==> src/rtl/am_pkg.sv <==
// am_pkg: shared definitions for the alignment-marker receive path.
//   AM_BLOCK_W  - block width, 2-bit sync header included
//   SYNC_CTRL   - sync header carried by a marker block
//   am_state_e  - one-hot lock FSM state encoding
//   am_marker() - the 48 compared marker bits for a PCS lane
//   am_fields() - extracts the same 48 bits from a received block
// Marker bits are ordered {M6,M5,M4,M2,M1,M0}, matching block bits {[55:32],[23:0]}.
// M0 is in block[7:0]. BIP3 is in [31:24] and BIP7 is in [63:56]; both are never compared.
package am_pkg;

  localparam int         AM_BLOCK_W  = 66;
  localparam int         AM_LANE_MAX = 20;
  localparam logic [1:0] SYNC_CTRL   = 2'b10;

  typedef enum logic [4:0] {
    ST_INVALID   = 5'b00001,
    ST_SYNC      = 5'b00010,
    ST_FIRST     = 5'b00100,
    ST_LOCK      = 5'b01000,
    ST_SLIP_WAIT = 5'b10000
  } am_state_e;

  function automatic logic [47:0] am_marker(input int lane);
    logic [47:0] m;
    case (lane)
      0:       m = {8'hDE, 8'h97, 8'h3E, 8'h21, 8'h68, 8'hC1};
      1:       m = {8'h71, 8'h8E, 8'h62, 8'h8E, 8'h71, 8'h9D};
      2:       m = {8'h17, 8'hB4, 8'hA6, 8'hE8, 8'h4B, 8'h59};
      3:       m = {8'h84, 8'h6A, 8'hB2, 8'h7B, 8'h95, 8'h4D};
      4:       m = {8'hF6, 8'hF8, 8'h0A, 8'h09, 8'h07, 8'hF5};
      5:       m = {8'h3D, 8'hEB, 8'h22, 8'hC2, 8'h14, 8'hDD};
      6:       m = {8'hD9, 8'hB5, 8'h65, 8'h26, 8'h4A, 8'h9A};
      7:       m = {8'h99, 8'hBA, 8'h84, 8'h66, 8'h45, 8'h7B};
      8:       m = {8'h89, 8'hDB, 8'h5F, 8'h76, 8'h24, 8'hA0};
      9:       m = {8'h04, 8'h36, 8'h97, 8'hFB, 8'hC9, 8'h68};
      10:      m = {8'h66, 8'h93, 8'h02, 8'h99, 8'h6C, 8'hFD};
      11:      m = {8'hAA, 8'h6E, 8'h46, 8'h55, 8'h91, 8'hB9};
      12:      m = {8'h4D, 8'h46, 8'hA3, 8'hB2, 8'hB9, 8'h5C};
      13:      m = {8'h42, 8'h07, 8'hE5, 8'hBD, 8'hF8, 8'h1A};
      14:      m = {8'h35, 8'h38, 8'h7C, 8'hCA, 8'hC7, 8'h83};
      15:      m = {8'h32, 8'hC9, 8'hCA, 8'hCD, 8'h36, 8'h35};
      16:      m = {8'hB3, 8'hCE, 8'h3B, 8'h4C, 8'h31, 8'hC4};
      17:      m = {8'h48, 8'h29, 8'h52, 8'hB7, 8'hD6, 8'hAD};
      18:      m = {8'hD5, 8'h99, 8'hA0, 8'h2A, 8'h66, 8'h5F};
      19:      m = {8'h1A, 8'h0F, 8'h3F, 8'hE5, 8'hF0, 8'hC0};
      default: m = '0;
    endcase
    return m;
  endfunction

  function automatic logic [47:0] am_fields(input logic [AM_BLOCK_W-1:0] blk);
    return {blk[55:32], blk[23:0]};
  endfunction

endpackage

==> src/rtl/am_match.sv <==
// am_match: combinational alignment-marker lane identification.
//   block_i      - received block, sync header in the top two bits
//   hit_onehot_o - one bit per lane whose marker matches block_i
//   hit_id_o     - binary index of the matching lane (0 when there is no match)
//   hit_any_o    - some lane matched
// The marker codes are pairwise distinct, so at most one bit of hit_onehot_o is set.
// Because of that, OR-ing the indices of the hits gives the binary ID.
module am_match
  import am_pkg::*;
#(
  parameter int LANE_N  = 4,
  parameter int LANE_W  = (LANE_N > 1) ? $clog2(LANE_N) : 1,
  parameter int BLOCK_W = AM_BLOCK_W
) (
  input  logic [BLOCK_W-1:0] block_i,
  output logic [LANE_N-1:0]  hit_onehot_o,
  output logic [LANE_W-1:0]  hit_id_o,
  output logic               hit_any_o
);

  logic        hdr_ok;
  logic [47:0] fields;
  logic        unused_bip;

  assign hdr_ok     = (block_i[65:64] == SYNC_CTRL);
  assign fields     = am_fields(block_i[65:0]);
  assign unused_bip = ^{block_i[63:56], block_i[31:24]};

  always_comb begin
    hit_onehot_o = '0;
    hit_id_o     = '0;
    for (int l = 0; l < LANE_N; l++) begin
      if (hdr_ok && (fields == am_marker(l))) begin
        hit_onehot_o[l] = 1'b1;
        hit_id_o        = hit_id_o | LANE_W'(l);
      end
    end
  end

  assign hit_any_o = |hit_onehot_o;

endmodule

==> src/rtl/am_lock_rx_multi.sv <==
// am_lock_rx_multi: per-lane alignment-marker lock FSM for multi-lane PCS receive.
//   clk, reset  - PCS rx clock, async active-high reset
//   signal_ok_i - lane block lock; when low, the FSM returns to INVALID
//   valid_i     - block_i qualifier; cycles with valid_i low freeze state and counters
//   block_i     - received 66-bit block
//   slip_v_o    - one-cycle slip request to the gearbox
//   lock_v_o    - marker lock achieved
//   lane_o      - binary ID of the PCS lane carried
//   am_v_o      - block_i is the expected, matching marker
//   am_err_o    - the expected marker position in LOCK did not match lane_o
//
// state      | meaning
// INVALID    | no block lock; outputs idle
// SYNC       | search: every valid block is tested against all lanes
// FIRST      | one marker seen; confirming at period boundaries
// LOCK       | locked; counting consecutive bad markers
// SLIP_WAIT  | slip issued; ignore SLIP_WAIT_N valid blocks while the gearbox shifts
module am_lock_rx_multi
  import am_pkg::*;
#(
  parameter int BLOCK_W     = AM_BLOCK_W,
  parameter int LANE_N      = 4,
  parameter int LANE_W      = (LANE_N > 1) ? $clog2(LANE_N) : 1,
  parameter int AM_PERIOD   = 16384,
  parameter int VLD_CNT_N   = 2,
  parameter int NV_CNT_N    = 4,
  parameter int SLIP_WAIT_N = 4
) (
  input  logic               clk,
  input  logic               reset,
  input  logic               signal_ok_i,
  input  logic               valid_i,
  input  logic [BLOCK_W-1:0] block_i,
  output logic               slip_v_o,
  output logic               lock_v_o,
  output logic [LANE_W-1:0]  lane_o,
  output logic               am_v_o,
  output logic               am_err_o
);

  localparam int GAP_W  = $clog2(AM_PERIOD);
  localparam int GOOD_W = $clog2(VLD_CNT_N + 1);
  localparam int NV_W   = $clog2(NV_CNT_N + 1);
  localparam int WCNT_W = $clog2(SLIP_WAIT_N + 1);

  localparam logic [GAP_W-1:0]  GAP_LAST  = GAP_W'(AM_PERIOD - 1);
  localparam logic [GOOD_W-1:0] GOOD_DONE = GOOD_W'(VLD_CNT_N);
  localparam logic [NV_W-1:0]   NV_DONE   = NV_W'(NV_CNT_N);
  localparam logic [WCNT_W-1:0] WCNT_LAST = WCNT_W'(SLIP_WAIT_N - 1);

  am_state_e          state_q, state_d;
  logic [GAP_W-1:0]   gap_q, gap_d;
  logic [GOOD_W-1:0]  good_q, good_d;
  logic [NV_W-1:0]    nv_q, nv_d;
  logic [WCNT_W-1:0]  wcnt_q, wcnt_d;
  logic [LANE_W-1:0]  lane_q, lane_d;
  logic               lock_q, lock_d;

  logic [LANE_N-1:0]  hit_onehot;
  logic [LANE_W-1:0]  hit_id;
  logic               hit_any;
  logic [LANE_N-1:0]  lane_mask;
  logic               same_lane;
  logic               at_marker;
  logic [GAP_W-1:0]   gap_inc;
  logic [GOOD_W-1:0]  good_inc;
  logic [NV_W-1:0]    nv_inc;
  logic               slip_v, am_v, am_err, drop;

  am_match #(
    .LANE_N  (LANE_N),
    .LANE_W  (LANE_W),
    .BLOCK_W (BLOCK_W)
  ) u_match (
    .block_i      (block_i),
    .hit_onehot_o (hit_onehot),
    .hit_id_o     (hit_id),
    .hit_any_o    (hit_any)
  );

  assign lane_mask = LANE_N'(1) << lane_q;
  assign same_lane = |(hit_onehot & lane_mask);
  assign at_marker = (gap_q == '0);
  assign gap_inc   = (gap_q == GAP_LAST) ? '0 : gap_q + GAP_W'(1);
  assign good_inc  = good_q + GOOD_W'(1);
  assign nv_inc    = nv_q + NV_W'(1);

  always_comb begin
    state_d = state_q;
    gap_d   = gap_q;
    good_d  = good_q;
    nv_d    = nv_q;
    wcnt_d  = wcnt_q;
    lane_d  = lane_q;
    lock_d  = lock_q;
    slip_v  = 1'b0;
    am_v    = 1'b0;
    am_err  = 1'b0;
    drop    = 1'b0;

    // Loss of block lock takes priority over everything, including a pending slip.
    if (!signal_ok_i) begin
      state_d = ST_INVALID;
      gap_d   = '0;
      good_d  = '0;
      nv_d    = '0;
      wcnt_d  = '0;
      lane_d  = '0;
      lock_d  = 1'b0;
    end else begin
      case (state_q)
        ST_INVALID: state_d = ST_SYNC;

        ST_SYNC: if (valid_i) begin
          if (hit_any) begin
            state_d = ST_FIRST;
            lane_d  = hit_id;
            gap_d   = GAP_W'(1);
            good_d  = GOOD_W'(1);
            nv_d    = '0;
            am_v    = 1'b1;
          end else begin
            slip_v  = 1'b1;
            state_d = ST_SLIP_WAIT;
            wcnt_d  = '0;
          end
        end

        ST_FIRST: if (valid_i) begin
          gap_d = gap_inc;
          if (at_marker) begin
            if (same_lane) begin
              am_v   = 1'b1;
              good_d = good_inc;
              if (good_inc == GOOD_DONE) begin
                state_d = ST_LOCK;
                lock_d  = 1'b1;
                nv_d    = '0;
              end
            end else begin
              slip_v  = 1'b1;
              state_d = ST_SLIP_WAIT;
              wcnt_d  = '0;
              good_d  = '0;
            end
          end
        end

        ST_LOCK: if (valid_i) begin
          gap_d = gap_inc;
          if (at_marker) begin
            if (same_lane) begin
              am_v = 1'b1;
              nv_d = '0;
            end else begin
              am_err = 1'b1;
              nv_d   = nv_inc;
              if (nv_inc == NV_DONE) begin
                slip_v  = 1'b1;
                drop    = 1'b1;
                lock_d  = 1'b0;
                state_d = ST_SLIP_WAIT;
                wcnt_d  = '0;
                nv_d    = '0;
                good_d  = '0;
              end
            end
          end
        end

        ST_SLIP_WAIT: if (valid_i) begin
          if (wcnt_q == WCNT_LAST) begin
            state_d = ST_SYNC;
            wcnt_d  = '0;
          end else begin
            wcnt_d = wcnt_q + WCNT_W'(1);
          end
        end

        default: state_d = ST_INVALID;
      endcase
    end
  end

  always_ff @(posedge clk or posedge reset) begin
    if (reset) begin
      state_q <= ST_INVALID;
      gap_q   <= '0;
      good_q  <= '0;
      nv_q    <= '0;
      wcnt_q  <= '0;
      lane_q  <= '0;
      lock_q  <= 1'b0;
    end else begin
      state_q <= state_d;
      gap_q   <= gap_d;
      good_q  <= good_d;
      nv_q    <= nv_d;
      wcnt_q  <= wcnt_d;
      lane_q  <= lane_d;
      lock_q  <= lock_d;
    end
  end

  // Lock rises one cycle after the locking marker, but it falls in the same
  // cycle as the unlocking slip.
  assign slip_v_o = slip_v;
  assign am_v_o   = am_v;
  assign am_err_o = am_err;
  assign lock_v_o = lock_q & ~drop;
  assign lane_o   = lane_q;

endmodule

==> config.mk <==
export PLATFORM = sky130hd
export DESIGN_NAME = am_lock_rx_multi
export DESIGN_NICKNAME = d
export VERILOG_FILES = /design/src/rtl/am_pkg.sv /design/src/rtl/am_match.sv /design/src/rtl/am_lock_rx_multi.sv
export SDC_FILE = /design/constraint.sdc
export NUM_CORES = 1
export LEC_CHECK = 0
export CELL_PAD_IN_SITES_DETAIL_PLACEMENT = 0
export CELL_PAD_IN_SITES_GLOBAL_PLACEMENT = 1
export CORE_MARGIN = 8
export CORE_UTILIZATION = 36
export DETAILED_ROUTE_END_ITERATION = 8
export HOLD_SLACK_MARGIN = 0.03
export PLACE_DENSITY = 0.81
export SLEW_MARGIN = 15
export SYNTH_ARGS = -nofsm -noshare
export SYNTH_HDL_FRONTEND = slang
export SYNTH_SLANG_ARGS = --single-unit
==> constraint.sdc <==
create_clock -name clk -period 3.4 [get_ports clk]
set_clock_uncertainty 0.05 [all_clocks]
set_input_delay 0.68 -clock clk [delete_from_list [all_inputs] [get_ports clk]]
set_output_delay 0.68 -clock clk [all_outputs]
set_load 0.01 [all_outputs]
==> run metrics, run 1 <==
Tmin final ~3.3 ns; WS Path Type primary input to primary output; hold slack around 0.48 ns; final period utilization 0.975; cell family with most CP delay simple AND/OR/NAND/NOR gates; Final setup viols 0; worst min path class flip-flop to flip-flop; async set-reset flop share out of synthesis 1.00; Slew Limit Fails 0; CTS root buf clkbuf_8; CTS tree done; Die Wd 104 um; syn nets 407; Clock Pin Slew Worst Setup and Hold Paths roughly 0.07 ns; initial antenna violation count 0; synthesized area 0.00281 mm2; vias per cell between 5 and 6; HPWL after DPL around 7 mm; Initial Utilization 0.367; largest net degree at the start of global routing 31; final instance area approximately 0.0043 mm2; maximum buffer depth of the clock tree 2; sw power 347 uW; Inserted Diodes 0; Synth Flop Type dfrtp_1; max incr delay on CP 0.46 ns; I/O pin count between 70 and 80; first-pass GRT wire length around 15 mm; Iteration-0 DRC Markers roughly 110; Placed Area between 0.003 and 0.004 mm2; vias in the first global route 3061; CP startpoint kind primary input; Crit-path slowest cell clkdlybuf4s50_1; die footprint about 0.011 mm2; CP required 2.67 ns; GR Overflow Total 0; final hold viol count 0; worst-path fanout max 5; Critical Path Sink Type primary output; Final Instance Count excl. Fillers about 550; Cell Rows 32; Clock power frac 0.298; Num CTS Buffers 5; Seq/Total Area, Yosys 0.268; core area 0.00765 mm2; hold_buf cts 0; chip height 104 um; sw frac 0.326; power consumption 1070 uW; CP cell instances clkdlybuf4s50_1, nor2b_2, nand2_4, nor4_4, a21oi_1, o21ai_1, a32oi_2, nor3_1, buf_2; WP data arrival 2.58 ns; Crit path buffers/inverters 2; Total GRT Usage 0.161; Static Leak roughly 0.0022 uW; share of layout cells above drive strength 1 0.308; synthesis-stage register bit count 30; EDFF count, synth 0; synth warn 0; worst vdd ir around 150 uV; synthesized area per cell 8.48 um2; # nets final 526; Slew headroom 0.721; routed len/inst roughly 17 um; area grow syn2layout 54.7%; Clock Latency Late Sink 0.29 ns; max-cap viol count 0; DR pass1 iterations 4; total wire length ~9.3 mm; # H-tree levels 2; placed cell count 537; pwr/cell area around 250 mW/mm2; total number of vias around 3100; clock net sink count 30; Unique masters post-synth 77; Comb pwr share 0.309; remaining routing DRC violations 0; Synth Instances about 330; run status completed; Sequential Power Share 0.392; Fmax achieved around 300 MHz; GP Congestion about 0.9; internal power around 700 uW; Worst-Margin Slew 0.412 ns; remaining antenna violation count after routing 0; Port Buffer Count a little under 60
==> cells by family (layout without fill, tap and decap cells) <==
logic type / Yosys count / after routing / share of synthesized area
simple gates: 161 / 161 / 0.386
compound gates: 92 / 92 / 0.235
buf+inv: 32 / 152 / 0.0450
flops: 30 / 30 / 0.268
mux: 7 / 7 / 0.0299
fa+ha+maj: 6 / 6 / 0.0267
xor+xnor: 3 / 3 / 0.00936
==> area by class of cell <==
class,instances,area (um2)
Multi-Input combinational cell,269,2130
Timing Repair Buffer,122,1150
Sequential cell,30,752
Inverter,22,82.6
Clock buffer,6,82.6
Fill cell,664,3300
Clock inverter,2,12.5
Tap cell,102,128
==> state kept, by name, summed over array words and instances (netlist names) <==
signal   count
good_q       2
nv_q         3
lane_o       2
wcnt_q       3
state_q      5
lock_q       1
gap_q       14
==> through the flow <==
stage / worst slack (ns) / TNS [ns] / utilization
detailed placement: -0.511 / -1.90 / 0.509
floorplan: 0.414 / 0 / -
finish: 0.0856 / 0 / 0.568
global placement: -0.512 / -1.93 / 0.509
global route: -0.00162 / -0.00162 / 0.568
CTS: 0.0000724 / 0 / 0.533
==> worst reg2reg max path: cells and delay by family, from the launching register on <==
family,cells,cell delay (ns)
compound gates,4,0.90
flops,1,0.42
fa+ha+maj,1,0.16
buf+inv,2,0.29
mux,1,0.33
simple gates,2,0.40
==> power by group through the flow <==
stage	Clock (uW)	Sequential, uW	Combinational, uW
6_report	318	418	329
3_5_place_dp	0	424	329
3_3_place_gp	0	422	323
5_1_grt	341	422	358
2_1_floorplan	0	414	184
4_1_cts	328	418	324
==> Yosys cell counts (6+ instances only) <==
library cell | n | area [um2]
nand2_1 | 25 | 93.8
dfrtp_1 | 29 | 726
nor3_1 | 17 | 85.1
nor4bb_1 | 9 | 90.1
and3_1 | 7 | 43.8
nor2_1 | 21 | 78.8
a21oi_1 | 16 | 80.1
and4bb_2 | 7 | 87.6
ha_1 | 6 | 75.1
nand4_1 | 12 | 75.1
nand3_1 | 16 | 80.1
o21ai_0 | 21 | 105
nor2b_1 | 8 | 50.1
inv_1 | 20 | 75.1
nor4_1 | 6 | 37.5
==> metal layers <==
metal / GRT usage / part of all wire / wire [um]
met1: 0.187 / 0.43 / 3970
met2: 0.292 / 0.52 / 4780
met3: 0.0260 / 0.040 / 369
met4: 0.0527 / 0.016 / 146
met5: 0 / 0 / 0
==> placed cells by master, fill, tap and decap left out, drive strengths merged, types with 5 or more instances in the layout <==
master and count:
o2111ai 5, nand3 16, o21ai 25, nand2 26, dfrtp 29, buf 67
and3 9, mux2 5, nor2b 8, ha 6, clkdlybuf4s50 9, nand4 14
dlygate4sd2 6, nor2 21, and4bb 9, inv 20, nor4 7, nor3 19
a21oi 17, a211o 5, nor4b 6, nor4bb 9, dlymetal6s2s 40, a21boi 5
a31oi 7, clkbuf 6
==> worst paths after layout <==
check / endpoint / from / cells after the start / slack, ns
min: lock_q$_DFFE_PP0P_ / lock_q$_DFFE_PP0P_ / 1 / 0.48
min reg2reg: lock_q$_DFFE_PP0P_ / lock_q$_DFFE_PP0P_ / 1 / 0.48
max in group asynchronous: state_q[0]$_DFFE_PP1P_ / reset / 3 / 2.28
max reg2reg: nv_q[0]$_DFFE_PP0P_ / gap_q[1]$_DFFE_PP0P_ / 10 / 0.73
max: am_v_o / block_i[65] / 9 / 0.09
min in group asynchronous: state_q[2]$_DFFE_PP0P_ / reset / 3 / 0.71
==> repair_timing <==
item,CTS,global route
resized for setup,40,66
buffers inserted,5,3
setup endpoints to repair,4,4
pin swaps,18,35
Note: power is estimated with default switching activity, not from simulation.
==> inputs of run 2 (changes only) <==
--- a/config.mk
+++ b/config.mk
@@ -7,11 +7,12 @@
 export LEC_CHECK = 0
 export CELL_PAD_IN_SITES_DETAIL_PLACEMENT = 0
 export CELL_PAD_IN_SITES_GLOBAL_PLACEMENT = 1
+export CORE_ASPECT_RATIO = 1.25
 export CORE_MARGIN = 8
 export CORE_UTILIZATION = 36
 export DETAILED_ROUTE_END_ITERATION = 8
 export HOLD_SLACK_MARGIN = 0.03
-export PLACE_DENSITY = 0.81
+export PLACE_DENSITY = 0.85
 export SLEW_MARGIN = 15
 export SYNTH_ARGS = -nofsm -noshare
 export SYNTH_HDL_FRONTEND = slang
==> constraint.sdc (replaced) <==
create_clock -name clk -period 3.1 [get_ports clk]
set_clock_uncertainty 0.05 [all_clocks]
set_input_delay 0.62 -clock clk [delete_from_list [all_inputs] [get_ports clk]]
set_output_delay 0.62 -clock clk [all_outputs]
set_load 0.01 [all_outputs]
==> run 2 against run 1 <==
  * Combinational power rose by 25%
  * Clock power rose by 19%
  * Count of clock-buffer cells in the layout rose by 2
  * Cell count rose by 5.6%
  * Total power rose by 16%
  * Critical path depth rose by 2
  * Die area rose by 0.16%
  * Via count rose by 7.3%
  * Sequential share of layout area fell by 0.62 points
  * Sequential power rose by 6.9%
  * Setup slack got worse by 0.069 ns
  * Global-route usage rose by 2.9 points
==> run metrics, run 2 (synthesis results as in run 1) <==
Slew headroom 0.719; total wire length 10.4 mm; initial antenna violation count 0; Die Wd roughly 95 um; Largest regs gap_q: 14 flops, state_q: 5 flops; Sequential Power Share 0.361; Slew Limit Fails 0; sw frac 0.308; DR pass1 iterations 4; Port Buffer Count slightly below 60; pwr/cell area 275 mW/mm2; commonest non-fill, non-tap cell in the layout buf_4; sw power about 380 uW; worst-path fanout max 2; WP data arrival 2.41 ns; # H-tree levels 2; RSZ-0062 raised after global routing true; max-cap viol count 0; Num CTS Buffers 5; Final setup viols 0; chip height approximately 110 um; Critical Path Sink Type primary output; Clock Pin Slew Worst Setup and Hold Paths ~0.06 ns; Total GRT Usage 0.190; I/O pin count 76; internal power between 800 and 900 uW; Cell Rows 36; Top reg by flops gap_q; GR Overflow Total 0; remaining antenna violation count after routing 0; core area roughly 0.0077 mm2; Static Leak 0.00208 uW; Iteration-0 DRC Markers 173; WS Path Type primary input to primary output; Fmax achieved 324 MHz; most frequent cells in the layout buf_4 (95), dfrtp_1 (29), nand2_1 (22); first-pass GRT wire length approximately 17 mm; largest net degree at the start of global routing 31; vias in the first global route ~3500; CTS tree done; CP required between 2 and 2.5 ns; max reg flops 14; share of layout cells above drive strength 1 0.436; routed len/inst 17.8 um; Worst-Margin Slew ~0.42 ns; Comb pwr share 0.333; Final Util 0.585; GP Congestion 0.897; total number of vias around 3300; R2R Setup Slk around 0.6 ns; Clock Latency Late Sink approximately 0.30 ns; hold_buf cts 0; CP startpoint kind primary input; Initial Utilization 0.364; Inserted Diodes 0; run status completed; worst min path class flip-flop to flip-flop; power consumption approximately 1200 uW; HPWL after DPL roughly 7.7 mm; # nets final 564; die footprint 0.0109 mm2; vias per cell around 5.7; worst vdd ir about 250 uV; Clock power frac 0.306; Fill cells ~700; CTS root buf clkbuf_8; Tmin final just over 3 ns; maximum buffer depth of the clock tree 2; clock net sink count 30; final period utilization 0.995; area grow syn2layout 60.5%; final hold viol count 0; remaining routing DRC violations 0
## run 2: layout make-up
| class | count | area [um2] | area share |
|---|---|---|---|
| clock buffer | 8 | 110 | 0.0245 |
| inverter | 22 | 82.6 | 0.0183 |
| multi-input combinational | 269 | 2190 | 0.487 |
| sequential | 30 | 752 | 0.167 |
| tap | 95 | 119 | 0.0264 |
| timing repair buffer | 160 | 1250 | 0.277 |
## run 2: worst max-delay path, stage by stage
cell and delay (ns):
buf_6 0.09, and4bb_2 0.33, buf_4 0.13, nand4_1 0.17, buf_4 0.20, nor3_2 0.25
o21ai_2 0.11, nand2_2 0.10, a32oi_1 0.06, nor3_1 0.17, buf_2 0.18
## run 2: worst paths after layout
kind,cells past startpoint,end,start
max,11,am_v_o,block_i[35]
min,2,wcnt_q[2]$_DFFE_PP0P_,wcnt_q[2]$_DFFE_PP0P_
max reg2reg,10,nv_q[0]$_DFFE_PP0P_,gap_q[0]$_DFFE_PP0P_
min reg2reg,2,wcnt_q[2]$_DFFE_PP0P_,wcnt_q[2]$_DFFE_PP0P_
max in group asynchronous,3,state_q[0]$_DFFE_PP1P_,reset
min in group asynchronous,3,gap_q[6]$_DFFE_PP0P_,reset
## run 2: timing repair
action                     4_1_cts  5_1_grt
pin swaps                       41       36
resized for setup              172       42
buffers inserted                18        8
setup endpoints to repair        4        4
## run 2: power groups by stage
stage	Sequential [uW]	Combinational (uW)	Clock [uW]
after floorplan	454	202	0
after global placement	452	402	0
after detailed placement	454	414	0
after CTS	447	409	387
after global routing	452	450	405
final	447	412	378
## run 2: stage by stage
stage	cells	hold WS, ns	setup slack, ns	TNS, ns	area (um2)
4_1_cts	576	0.453	0.00142	0	4430
3_5_place_dp	551	0.442	-0.781	-4.55	4060
6_report	584	0.447	0.0164	0	4500
2_1_floorplan	331	0.422	0.234	0	2810
3_3_place_gp	551	0.438	-0.710	-3.11	4060
5_1_grt	584	0.487	-0.0348	-0.0625	4500
## run 2: metal layers
layer | wire [um] | global-route usage | share of wire
met1 | 3910 | 0.197 | 0.38
met2 | 5590 | 0.357 | 0.54
met3 | 624 | 0.0348 | 0.060
met4 | 240 | 0.0825 | 0.023
met5 | 0 | 0 | 0
==> inputs of run 3 (changes only) <==
--- a/config.mk
+++ b/config.mk
@@ -5,6 +5,7 @@
 export SDC_FILE = /design/constraint.sdc
 export NUM_CORES = 1
 export LEC_CHECK = 0
+export ABC_AREA = 1
 export CELL_PAD_IN_SITES_DETAIL_PLACEMENT = 0
 export CELL_PAD_IN_SITES_GLOBAL_PLACEMENT = 1
 export CORE_ASPECT_RATIO = 1.25
@@ -12,7 +13,7 @@
 export CORE_UTILIZATION = 36
 export DETAILED_ROUTE_END_ITERATION = 8
 export HOLD_SLACK_MARGIN = 0.03
-export PLACE_DENSITY = 0.85
+export PLACE_DENSITY = 0.87
 export SLEW_MARGIN = 15
 export SYNTH_ARGS = -nofsm -noshare
 export SYNTH_HDL_FRONTEND = slang
==> run 3 against run 2 <==
  * Non-clock buffer count up 4
  * Hold slack worse by 0.013 ns
  * Register-to-register slack better by 0.25 ns
  * Critical path depth up 3
  * Sequential power down 5.8%
  * Routed wire length up 34%
  * Combinational power up 4%
  * Synthesized area up 39%
  * Largest cell class unchanged
==> run metrics, run 3 <==
Crit path buffers/inverters 4; share of layout cells above drive strength 1 0.292; synth warn 0; Synth Flop Type dfrtp_1; vias in the first global route about 5000; power consumption 1420 uW; # H-tree levels 2; Worst path depth 14; largest net degree at the start of global routing 31; Top reg by flops gap_q; CTS root buf clkbuf_16; routed len/inst around 14 um; chip height about 130 um; Post-Synth XOR/XNOR Area 0.0180; Seq/Total Area, Yosys 0.193; remaining antenna violation count after routing 0; CTS tree done; top-area cell type share of the netlist area 0.186; HPWL after DPL around 12 mm; final hold viol count 0; total wire length between 10 and 15 mm; die footprint around 0.014 mm2; count leader, synth nand2_1; synthesized area 0.00389 mm2; area grow syn2layout 49.3%; DR pass1 iterations 6; commonest cells in the synthesized netlist nand2_1 (193), nor2_1 (161), inv_1 (93), nand3_1 (45), dfrtp_1 (29); worst min path class flip-flop to flip-flop; hold_buf cts 0; clock net sink count 30; max incr delay on CP about 0.33 ns; Total GRT Usage 0.193; total number of vias 4968; Placed Area 0.00530 mm2; Worst-Margin Slew ~0.41 ns; Register-to-Register Path Depth 11; commonest non-fill, non-tap cell in the layout nand2_1; I/O pin count 76; Static Leak a little under 0.003 uW; Num CTS Buffers 5; Worst Hold Depth 2; Unique masters post-synth 33; setup_tns 0 ns; largest cells by area after synthesis dfrtp_1 (19%), nand2_1 (19%), nor2_1 (16%); # nets final roughly 940; Fmax achieved ~340 MHz; synthesis-stage register bit count 30; CP cell instances dlygate4sd2_1, inv_2, nor2_2, nand2_1, nor2_1, nand2_1, nor2_2, nand3_2, nand2_4, nor2_4, buf_4, nand3_1, nand2_1, buf_2; GP Congestion 0.998; Inserted Diodes 0; syn nets slightly below 800; Die Wd ~110 um; run status completed; final period utilization 0.957; worst vdd ir approximately 190 uV; final instance area 0.00581 mm2; worst-path fanout max 4; pwr/cell area 244 mW/mm2; async set-reset flop share out of synthesis 1.00; EDFF count, synth 0; CP startpoint kind primary input; max reg flops 14; vias per cell 4.99; Crit-path slowest cell dlygate4sd2_1; Iteration-0 DRC Markers 200; Final setup viols 0; post-synthesis simple-gate area fraction 0.596; most frequent cells in the layout nand2_1 (183), nor2_1 (128), buf_4 (103); Synth Instances slightly below 700; Synth Area in Compound Gates 0.0598; Critical Path Sink Type primary output; Initial Utilization 0.369; Clock Pin Slew Worst Setup and Hold Paths ~0.05 ns; Slew headroom 0.721; GR Overflow Total 0; remaining routing DRC violations 0; initial antenna violation count 0; maximum buffer depth of the clock tree 2; Slew Limit Fails 0; Fill cells roughly 1000; Port Buffer Count 59; CP required about 2.4 ns; synthesized area per cell 5.59 um2; Cell Rows 42; Yosys top cell by area dfrtp_1; cell family with most CP delay simple AND/OR/NAND/NOR gates; Largest regs gap_q: 14 flops, state_q: 5 flops; Clock Latency Late Sink about 0.28 ns; max-cap viol count 0; post-synthesis mux area share 0; post-synthesis adder-cell area fraction 0.0193; largest family of logic cells by synthesized area simple AND/OR/NAND/NOR gates; WP data arrival around 2.3 ns; first-pass GRT wire length roughly 22 mm; WS Path Type primary input to primary output; Tmin final 2.97 ns; core area between 0.01 and 0.015 mm2; most used cell, CP nand2_1
## run 3: cell types whose count changed in the layout (fill, tap and decap cells not counted), moves of 20 or more
cell and change:
nand2_1 +161, nor2_1 +108, inv_1 +60, nor2_2 +38
nand3_1 +30, inv_2 +29, dlymetal6s2s_1 +28, nor2_4 +20
## run 3: tightest hold or removal path, cell delays in order (launching register included)
cell and delay, ns:
dfrtp_1 0.35, nand2_1 0.06, nand2_1 0.05
## run 3: per-layer routing
layer | up-vias | track usage | share of wire
li1 | 2521 | - | -
met1 | 2273 | 0.195 | 0.38
met2 | 131 | 0.355 | 0.53
met3 | 43 | 0.0254 | 0.038
met4 | 0 | 0.120 | 0.048
met5 | - | 0 | 0
## run 3: cells by family (layout without fill, tap and decap cells)
| logic type | count (synthesis) | in the layout |
|---|---|---|
| xor gates and xnor gates | 8 | 8 |
| adders and majority gates | 6 | 6 |
| and+or+nand+nor | 505 | 505 |
| AOI/OAI and AO/OA | 34 | 34 |
| buffers and inverters | 113 | 280 |
| DFF | 30 | 30 |
## run 3: timing repair
action | CTS | global route
pin swaps | 24 | 27
buffers inserted | 10 | 7
endpoints found under the setup margin | 4 | 21
gates resized for setup | 74 | 61
## run 3: power breakdown
group / internal, uW / switching, uW
logic: 190 / 240
registers: 406 / 14.3
clock network: 396 / 173
## run 3: final timing paths
| path | start | to | slack (ns) |
|---|---|---|---|
| worst max-delay path | block_i[43] | slip_v_o | 0.13 |
| worst min-delay path | lock_q$_DFFE_PP0P_ | lock_q$_DFFE_PP0P_ | 0.43 |
| worst max register to register | gap_q[0]$_DFFE_PP0P_ | state_q[2]$_DFFE_PP0P_ | 0.86 |
| worst min register to register | lock_q$_DFFE_PP0P_ | lock_q$_DFFE_PP0P_ | 0.43 |
| max in group asynchronous | reset | state_q[0]$_DFFE_PP1P_ | 1.99 |
| min in group asynchronous | reset | gap_q[2]$_DFFE_PP0P_ | 0.69 |
## run 3: layout make-up
| cell class | count | area [um2] | share of cell area |
|---|---|---|---|
| Timing Repair Buffer | 164 | 1440 | 0.247 |
| Clock buffer | 6 | 139 | 0.0239 |
| Clock inverter | 1 | 30.0 | 0.00517 |
| Inverter | 109 | 409 | 0.0704 |
| Sequential cell | 30 | 752 | 0.129 |
| Multi-Input combinational cell | 553 | 2880 | 0.495 |
| Tap cell | 132 | 165 | 0.0284 |
## run 3: metrics by stage
| step | setup WS [ns] | utilization | instances | hold WS (ns) |
|---|---|---|---|---|
| 5_1_grt | -0.00852 | 0.550 | 995 | 0.468 |
| 4_1_cts | 0.00229 | 0.531 | 988 | 0.434 |
| 6_report | 0.133 | 0.550 | 995 | 0.434 |
| 2_1_floorplan | 0.630 | - | 696 | 0.392 |
| 3_3_place_gp | -0.550 | 0.502 | 971 | 0.415 |
| 3_5_place_dp | -0.539 | 0.502 | 971 | 0.421 |
